==> src/rtl/coreriscv_axi4_resp_reorder_buf.sv <==
// rtl/coreriscv_axi4_resp_reorder_buf.sv - AXI4 bridge response reorder buffer
// Hands out tags from a ring of 2^TAG_W slots, stores out-of-order responses by
// tag and releases them in allocation order. Optional same-cycle head bypass is
// enabled by defining CORERISCV_AXI4_ROB_BYPASS_EN.
module coreriscv_axi4_resp_reorder_buf #(
  parameter int DATA_W = 32,
  parameter int TAG_W  = 2
) (
  input  logic              clk,
  input  logic              reset,
  input  logic              req_valid_i,
  output logic              req_ready_o,
  output logic [TAG_W-1:0]  req_tag_o,
  input  logic              resp_valid_i,
  input  logic [TAG_W-1:0]  resp_tag_i,
  input  logic [DATA_W-1:0] resp_data_i,
  output logic              resp_ready_o,
  output logic              out_valid_o,
  input  logic              out_ready_i,
  output logic [DATA_W-1:0] out_data_o,
  output logic [TAG_W-1:0]  out_tag_o,
  output logic [TAG_W:0]    outstanding_o,
  output logic              err_spurious_o
);

  localparam int DEPTH = 1 << TAG_W;
  localparam logic [TAG_W:0] DEPTH_C = (TAG_W+1)'(DEPTH);

  logic [TAG_W-1:0]  head_q, head_d;
  logic [TAG_W-1:0]  tail_q, tail_d;
  logic [TAG_W:0]    count_q, count_d;
  logic [DEPTH-1:0]  pending_q, pending_d;
  logic [DEPTH-1:0]  filled_q, filled_d;
  logic [DATA_W-1:0] mem_q [DEPTH];
  logic              err_q;

  logic alloc;
  logic retire;
  logic accept;
  logic store;
  logic bypass;
  logic head_filled;

  assign req_ready_o    = (count_q != DEPTH_C);
  assign req_tag_o      = tail_q;
  assign resp_ready_o   = 1'b1;
  assign out_tag_o      = head_q;
  assign outstanding_o  = count_q;
  assign err_spurious_o = err_q;

  assign alloc       = req_valid_i & req_ready_o;
  assign head_filled = filled_q[head_q];

`ifdef CORERISCV_AXI4_ROB_BYPASS_EN
  assign bypass = ~filled_q[head_q] & pending_q[head_q] & resp_valid_i &
                  (resp_tag_i == head_q);
`else
  assign bypass = 1'b0;
`endif

  assign out_valid_o = head_filled | bypass;
  assign retire      = out_valid_o & out_ready_i;

  // A slot being allocated this cycle is not yet pending, so it is dropped too
  assign accept = resp_valid_i & pending_q[resp_tag_i] & ~filled_q[resp_tag_i] &
                  ~(alloc & (resp_tag_i == tail_q));
  // A bypassed response that retires immediately never touches storage
  assign store  = accept & ~(bypass & out_ready_i);

  // Released payload, zero whenever nothing is being presented
  always_comb begin
    out_data_o = '0;
    if (head_filled) begin
      out_data_o = mem_q[head_q];
    end else if (bypass) begin
      out_data_o = resp_data_i;
    end
  end

  // Next-state for pointers, occupancy and per-slot flags
  always_comb begin
    pending_d = pending_q;
    filled_d  = filled_q;
    head_d    = head_q;
    tail_d    = tail_q;
    if (retire) begin
      pending_d[head_q] = 1'b0;
      filled_d[head_q]  = 1'b0;
      head_d            = head_q + TAG_W'(1);
    end
    if (store) begin
      filled_d[resp_tag_i] = 1'b1;
    end
    if (alloc) begin
      pending_d[tail_q] = 1'b1;
      filled_d[tail_q]  = 1'b0;
      tail_d            = tail_q + TAG_W'(1);
    end
    count_d = count_q + (TAG_W+1)'(alloc) - (TAG_W+1)'(retire);
  end

  // Control state registers with synchronous reset
  always_ff @(posedge clk) begin
    if (reset) begin
      head_q    <= '0;
      tail_q    <= '0;
      count_q   <= '0;
      pending_q <= '0;
      filled_q  <= '0;
      err_q     <= 1'b0;
    end else begin
      head_q    <= head_d;
      tail_q    <= tail_d;
      count_q   <= count_d;
      pending_q <= pending_d;
      filled_q  <= filled_d;
      err_q     <= resp_valid_i & ~accept;
    end
  end

  // Payload storage, validity is tracked by filled_q so no reset is needed
  always_ff @(posedge clk) begin
    if (store) begin
      mem_q[resp_tag_i] <= resp_data_i;
    end
  end

endmodule

==> config.mk <==
export PLATFORM = sky130hd
export DESIGN_NAME = coreriscv_axi4_resp_reorder_buf
export DESIGN_NICKNAME = d
export VERILOG_FILES = /design/src/rtl/coreriscv_axi4_resp_reorder_buf.sv
export SDC_FILE = /design/constraint.sdc
export NUM_CORES = 1
export LEC_CHECK = 0
export ABC_AREA = 0
export BUFFER_PORTS_ARGS = -buffer_cell sky130_fd_sc_hd__buf_2
export CAP_MARGIN = 15
export CORE_MARGIN = 2
export CORE_UTILIZATION = 61
export DETAILED_ROUTE_END_ITERATION = 10
export GPL_ROUTABILITY_DRIVEN = 0
export PLACE_DENSITY = 0.84
export SLEW_MARGIN = 10
export SYNTH_ARGS = -nofsm -noshare
export SYNTH_HDL_FRONTEND = slang
export SYNTH_SLANG_ARGS = --single-unit
==> constraint.sdc <==
create_clock -name clk -period 4.5 [get_ports clk]
set_input_delay 0.45 -clock clk [delete_from_list [all_inputs] [get_ports clk]]
set_output_delay 0.45 -clock clk [all_outputs]
set_load 0.005 [all_outputs]
# [Yosys cells after proc, flatten, opt, wreduce, memory -nomap -nowiden]
# Memories as Yosys holds them, arrays and structs flattened. A register that Yosys moved wholly into a read port is not among the register bits.
# Cells that the tools add are included.
[op_classes] addsub=4 n_lt_le_gt_ge=6 eq_ne=2 mux=22 n_bitwise=17 n_reduce_logical=3
[ops] operator="2-to-1 mux 32 bit" count=1
[ops] operator="2-to-1 mux 4 bit" count=5
[ops] operator="AND 4 bit" count=3
[ops] operator="< comparator 2 x 3 -> 1 bit (second input constant)" count=3
[ops] operator="2-to-1 mux 1 bit" count=8
[ops] operator="NOT 4 bit" count=2
[ops] operator="bitwise OR 4 bit" count=2
[ops] operator="AND 1 bit" count=7
[ops] operator="binary-select mux 1 bit (select 2 bit)" count=3
[ops] operator="demux 1 bit (select 2 bit)" count=3
[ops] operator="greater-or-equal comparator 2 x 1 -> 1 bit (second input constant)" count=3
[ops] operator="adder 2 x 1 -> 2 bit (second input constant)" count=2
[ops] operator="2-to-1 mux 2 bit" count=2
[ops] operator="adder 3 x 1 -> 3 bit" count=1
[ops] operator="logical AND 1 bit" count=3
[ops] operator="inequality test 3 bit (second input constant)" count=1
[ops] operator="NOT 1 bit" count=3
[ops] operator="subtractor 3 x 1 -> 3 bit" count=1
[ops] operator="equality test 2 bit" count=1
[word_totals] register_bits=16 mem_bits_rw=128 in_bits=39 wordCells=61 memories=1
[mem_list] memory="mem_q" depth=4 word_bits=32 read_ports=1 rd_ports_with_merged_regs=1 wr=1 line_no="34" rtl="logic [DATA_W-1:0] mem_q [DEPTH];"

# [Longest topological paths before layout]
[depth] depth_word=11 ltp_mapped=11 ltp_nobuf=10

# [Worst setup path after synthesis]
# No wires, ideal clock.
[synth_timing] kind="register to register" start="reg head_q[0], in the netlist out_tag_o[0]" end="reg count_q[2], in the netlist outstanding_o[2]" setup_ps=128 arrival_ps=2264 required_time_ps=4372 slack_ps=2108 path_stages_with_launch=12 path_buffers=1 period_less_slack_ps=2392 cell_sequence="dfxtp_1 > mux2i_1 > mux2_4 > clkinv_2 > and2_4 > buf_6 > xor2_1 > ha_1 > fa_1 > xnor2_1 > xnor2_1 > nor2_1"
[synth_between] elab_chain_len=4
[synth_lines] item="start, declared" line_no="29" rtl="logic [TAG_W-1:0] head_q, head_d;"
[synth_lines] item="start signal, assigned" line_no="105" rtl="head_q <= '0;"
[synth_lines] item="start signal, assigned" line_no="112" rtl="head_q <= head_d;"
[synth_lines] item="binary-select mux 1 bit (select 2 bit)" line_no="52" rtl="assign head_filled = filled_q[head_q];"
[synth_lines] item="2-to-1 mux 1 bit (implied by the code)" line_no="52"
[synth_lines] item="AND 1 bit" line_no="62" rtl="assign retire = out_valid_o & out_ready_i;"
[synth_lines] item="subtractor 3 x 1 -> 3 bit" line_no="99" rtl="count_d = count_q + (TAG_W+1)'(alloc) - (TAG_W+1)'(retire);"
[synth_lines] item="end signal, assigned" line_no="114" rtl="count_q <= count_d;"
[synth_lines] item="end, declared" line_no="31" rtl="logic [TAG_W:0] count_q, count_d;"
# No other way between the ends. The select of a mux whose other input is x is not followed.
# A chain may end at the register's enable or synchronous reset.

==> Implementation_results.wiki <==
{| class="wikitable"
! Metric !! Value
|-
| Result of the run || complete, no violations
|-
| Max incr delay on CP || approximately 0.79 ns
|-
| Maximum clock path buffer count || 2
|-
| Gates resized, CTS repair || 0
|-
| Leading cell type by number of instances after synthesis || sky130_fd_sc_hd__edfxtp_1
|-
| Starting density of the core || 62.7%
|-
| Number of hold-repair buffers added at the cts stage || 0
|-
| Crit path required time || between 4 and 5 ns
|-
| Number of vias per cell after detailed routing || 5.76
|-
| Number of nets in the final layout || 449
|-
| Yosys top cell by area || sky130_fd_sc_hd__edfxtp_1
|-
| Initial DRC Count || about 180
|-
| Pwr Density || between 400 and 500 mW/mm^2
|-
| Sequential share of the synthesized area || 72.5%
|-
| Area contributors post-synth || sky130_fd_sc_hd__edfxtp_1 (66%), sky130_fd_sc_hd__mux4_2 (12%), sky130_fd_sc_hd__dfxtp_1 (6.2%)
|-
| Port Buf Inserts || 80
|-
| TritonCTS clock tree || done
|-
| FP Rows || 35
|-
| Hold violation total from the final report || 0
|-
| Final setup vio count || 0
|-
| Async S/R FF share, synth || 0%
|-
| Pre-antenna DRT Iters || 5
|-
| Total number of clock tree sinks || approximately 150
|-
| Number of maximum-capacitance constraint violations || 0
|-
| Number of nets still failing antenna checks after routing || 0
|-
| Post-route clock period utilization || 67.2%
|-
| Synth warn || 0
|-
| Count of cell types in the netlist || 34
|-
| Vias in the first global route || 3220
|-
| HP Class || input port to flip-flop
|-
| Clock latency on the worst-skew pair || 0.51 ns
|-
| Clock buffers created by TritonCTS || 17
|-
| Number of levels the H-tree was split into || 4
|-
| Post-CTS setup buffers || 0
|-
| Fin. max-slew vios || 0
|-
| CP Cell Sequence || buf_4 -> mux4_2 -> and2_1 -> buf_2
|-
| Synth Cell Area || 0.00580 sq mm
|-
| Overall fraction of global-route tracks in use || a little under a quarter
|-
| Leakage power figure || 2.49 nW
|-
| Most instantiated flip-flop cell in the synthesis netlist || sky130_fd_sc_hd__edfxtp_1
|-
| Highest attainable clock frequency || 0.331 GHz
|-
| Synthesized netlist cell count || 313
|-
| Average wire per standard cell || just over 20 um
|-
| Post-route non-filler standard cell count || 542
|-
| Maximum vdd ir drop || 0.268 mV
|-
| Root Buffer Master || sky130_fd_sc_hd__clkbuf_8
|-
| Wire length of the first global-routing pass || 17.1 mm
|-
| Min Clock Period, post-route || between 3 and 4 ns
|-
| Final HPWL from detailed placement || 6.19 mm
|-
| Chip Height || 101 um
|-
| Commonest cells in the netlist || sky130_fd_sc_hd__edfxtp_1 (128), sky130_fd_sc_hd__and2_1 (33), sky130_fd_sc_hd__mux4_2 (32)
|-
| Kind of capture point of the worst setup path || output pin
|-
| Critical path's top delay family || flip-flops
|-
| Startpoint type of the worst setup path || flip-flop
|-
| EDFF count, synth || between 100 and 150
|-
| Worst slew pin tran || 0.929 ns
|-
| Die width || just over 100 um
|-
| Crit path DAT || 2.58 ns
|-
| Number of placed instances with taps included || 510
|-
| Average footprint of a synthesized cell || 18.5 sq um
|-
| Clock transition time at the flip-flop clock pins of the worst setup and hold paths || 0.06 ns
|-
| Number of antenna diodes || 0
|-
| Via count of the routed design || 3121
|-
| # DRC || 0
|-
| Unrepaired setup endpoints after global routing || false
|-
| Floorplan die area || between 0.01 and 0.015 sq mm
|-
| Post-synthesis net count || 362
|-
| Number of antenna violations at the first check in global routing || 0
|-
| Core area || 0.00924 sq mm
|-
| Top-area cell type share of the netlist area || 66.3%
|-
| Worst slew slack as a fraction of its limit || 38.0%
|-
| CP max stage cell || sky130_fd_sc_hd__dfxtp_2
|-
| Grt ovf || 0
|-
| Final WL || around 11 mm
|-
| Clock Skews || 0.0103 ns
|-
| Highest fanout seen on the critical path || 20
|-
| Maximum number of pins on one net before global-route repair || 36
|-
| Setup CP Type || flip-flop to output pin
|-
| Final-layout setup total negative slack || 0 ns
|-
| Buffers & Inverters on Critical Path || 2
|-
| Area Growth Syn to Fin || 19.1%
|-
| Share of layout cells above drive strength 1 || 36.8%
|-
| Post-synthesis sequential element count || 146
|-
| Num ports || between 80 and 90
|}
[cell families after synthesis]
family,synth area share (%)
compound gates,2.53
xor+xnor,1.06
fa+ha+maj,2.29
buf+inv,1.94
flops,72.5
mux,13.0
other cells,0.0647
simple gates,6.54
[final timing paths]
| kind | start | end | slack, ns | cells after the start |
|---|---|---|---|---|
| worst max-delay path | flip-flop | out_data_o[14] | 1.47 | 4 |
| worst min-delay path | resp_data_i[4] | mem_q[0][4] | 0.16 | 1 |
| worst max register to register | out_tag_o[0] | outstanding_o[2] | 1.50 | 10 |
| worst min register to register | pending_q[2] | pending_q[2] | 0.50 | 2 |
[cell usage in the layout, fill, tap and decap left out, drive strengths merged]
| cell | netlist | layout |
|---|---|---|
| o22ai | 1 | 1 |
| nand4 | 2 | 2 |
| nor2 | 8 | 8 |
| clkinv | 1 | 8 |
| edfxtp | 128 | 128 |
| fa | 1 | 1 |
| nand2b | 2 | 2 |
| bufinv | 0 | 3 |
| xor2 | 1 | 1 |
| and3b | 2 | 2 |
| a221oi | 2 | 2 |
| dfxtp | 18 | 18 |
| buf | 8 | 83 |
| o21ai | 8 | 8 |
| xnor2 | 6 | 6 |
| mux2 | 1 | 1 |
| and2 | 34 | 34 |
| ha | 9 | 9 |
| nand2 | 8 | 8 |
| nor2b | 3 | 3 |
| mux2i | 2 | 2 |
| o21a | 2 | 2 |
| clkinvlp | 0 | 1 |
| mux4 | 32 | 32 |
| or3b | 1 | 1 |
| nand4b | 1 | 1 |
| nor3b | 1 | 1 |
| a21oi | 12 | 12 |
| clkbuf | 7 | 21 |
| and4 | 2 | 2 |
| inv | 8 | 8 |
| conb | 1 | 1 |
| a21boi | 1 | 1 |
[power breakdown]
group / internal, mW / switching, mW / leakage (nW)
sequential: 1.51 / 0.0246 / 1.30
clock: 0.882 / 0.505 / 0.295
combinational: 0.0834 / 0.0960 / 0.895
[stage by stage]
stage / total power, mW / utilization [%] / setup slack (ns) / cell area [sq um] / hold WS, ns
CTS: 3.11 / 74.7 / 1.38 / 6900 / 0.136
global route: 3.19 / 74.7 / 1.26 / 6900 / 0.128
global placement: 1.73 / 68.3 / 1.66 / 6310 / 0.473
finish: 3.10 / 74.7 / 1.47 / 6900 / 0.157
detailed placement: 1.74 / 68.3 / 1.53 / 6310 / 0.482
floorplan: 1.66 / - / 2.11 / 5800 / 0.448
[layout make-up]
| class | instances | area [sq um] |
|---|---|---|
| fill | 537 | 2340 |
| tap | 129 | 161 |
| clock buffer | 21 | 459 |
| sequential | 146 | 4210 |
| clock inverter | 11 | 135 |
| timing repair buffer | 83 | 423 |
| inverter | 9 | 35.0 |
| multi-input combinational | 143 | 1480 |
[state kept, by name, summed over array words and instances, names as in the netlist, named ones only]
name,count
err_spurious_o,1
req_tag_o,2
pending_q,4
filled_q,4
out_tag_o,2
mem_q,128
outstanding_o,3
[metal layers]
layer  wire length, um  up-vias  global-route usage [%]
li1                  -     1385                       -
met1              4420     1602                    29.5
met2              5800      122                    39.3
met3               642       12                    7.25
met4               119        0                    6.96
met5                 0        -                       0
[worst reg2reg max path: cells and delay by family, from the launching register on]
kind | cells | cell delay [ns]
and+or+nand+nor | 2 | 0.43
adders and majority gates | 2 | 0.62
muxes | 2 | 0.44
xor gates and xnor gates | 3 | 0.51
DFF | 1 | 0.51
buffers and inverters | 1 | 0.37
No activity file was read; power rests on OpenSTA's default activity.
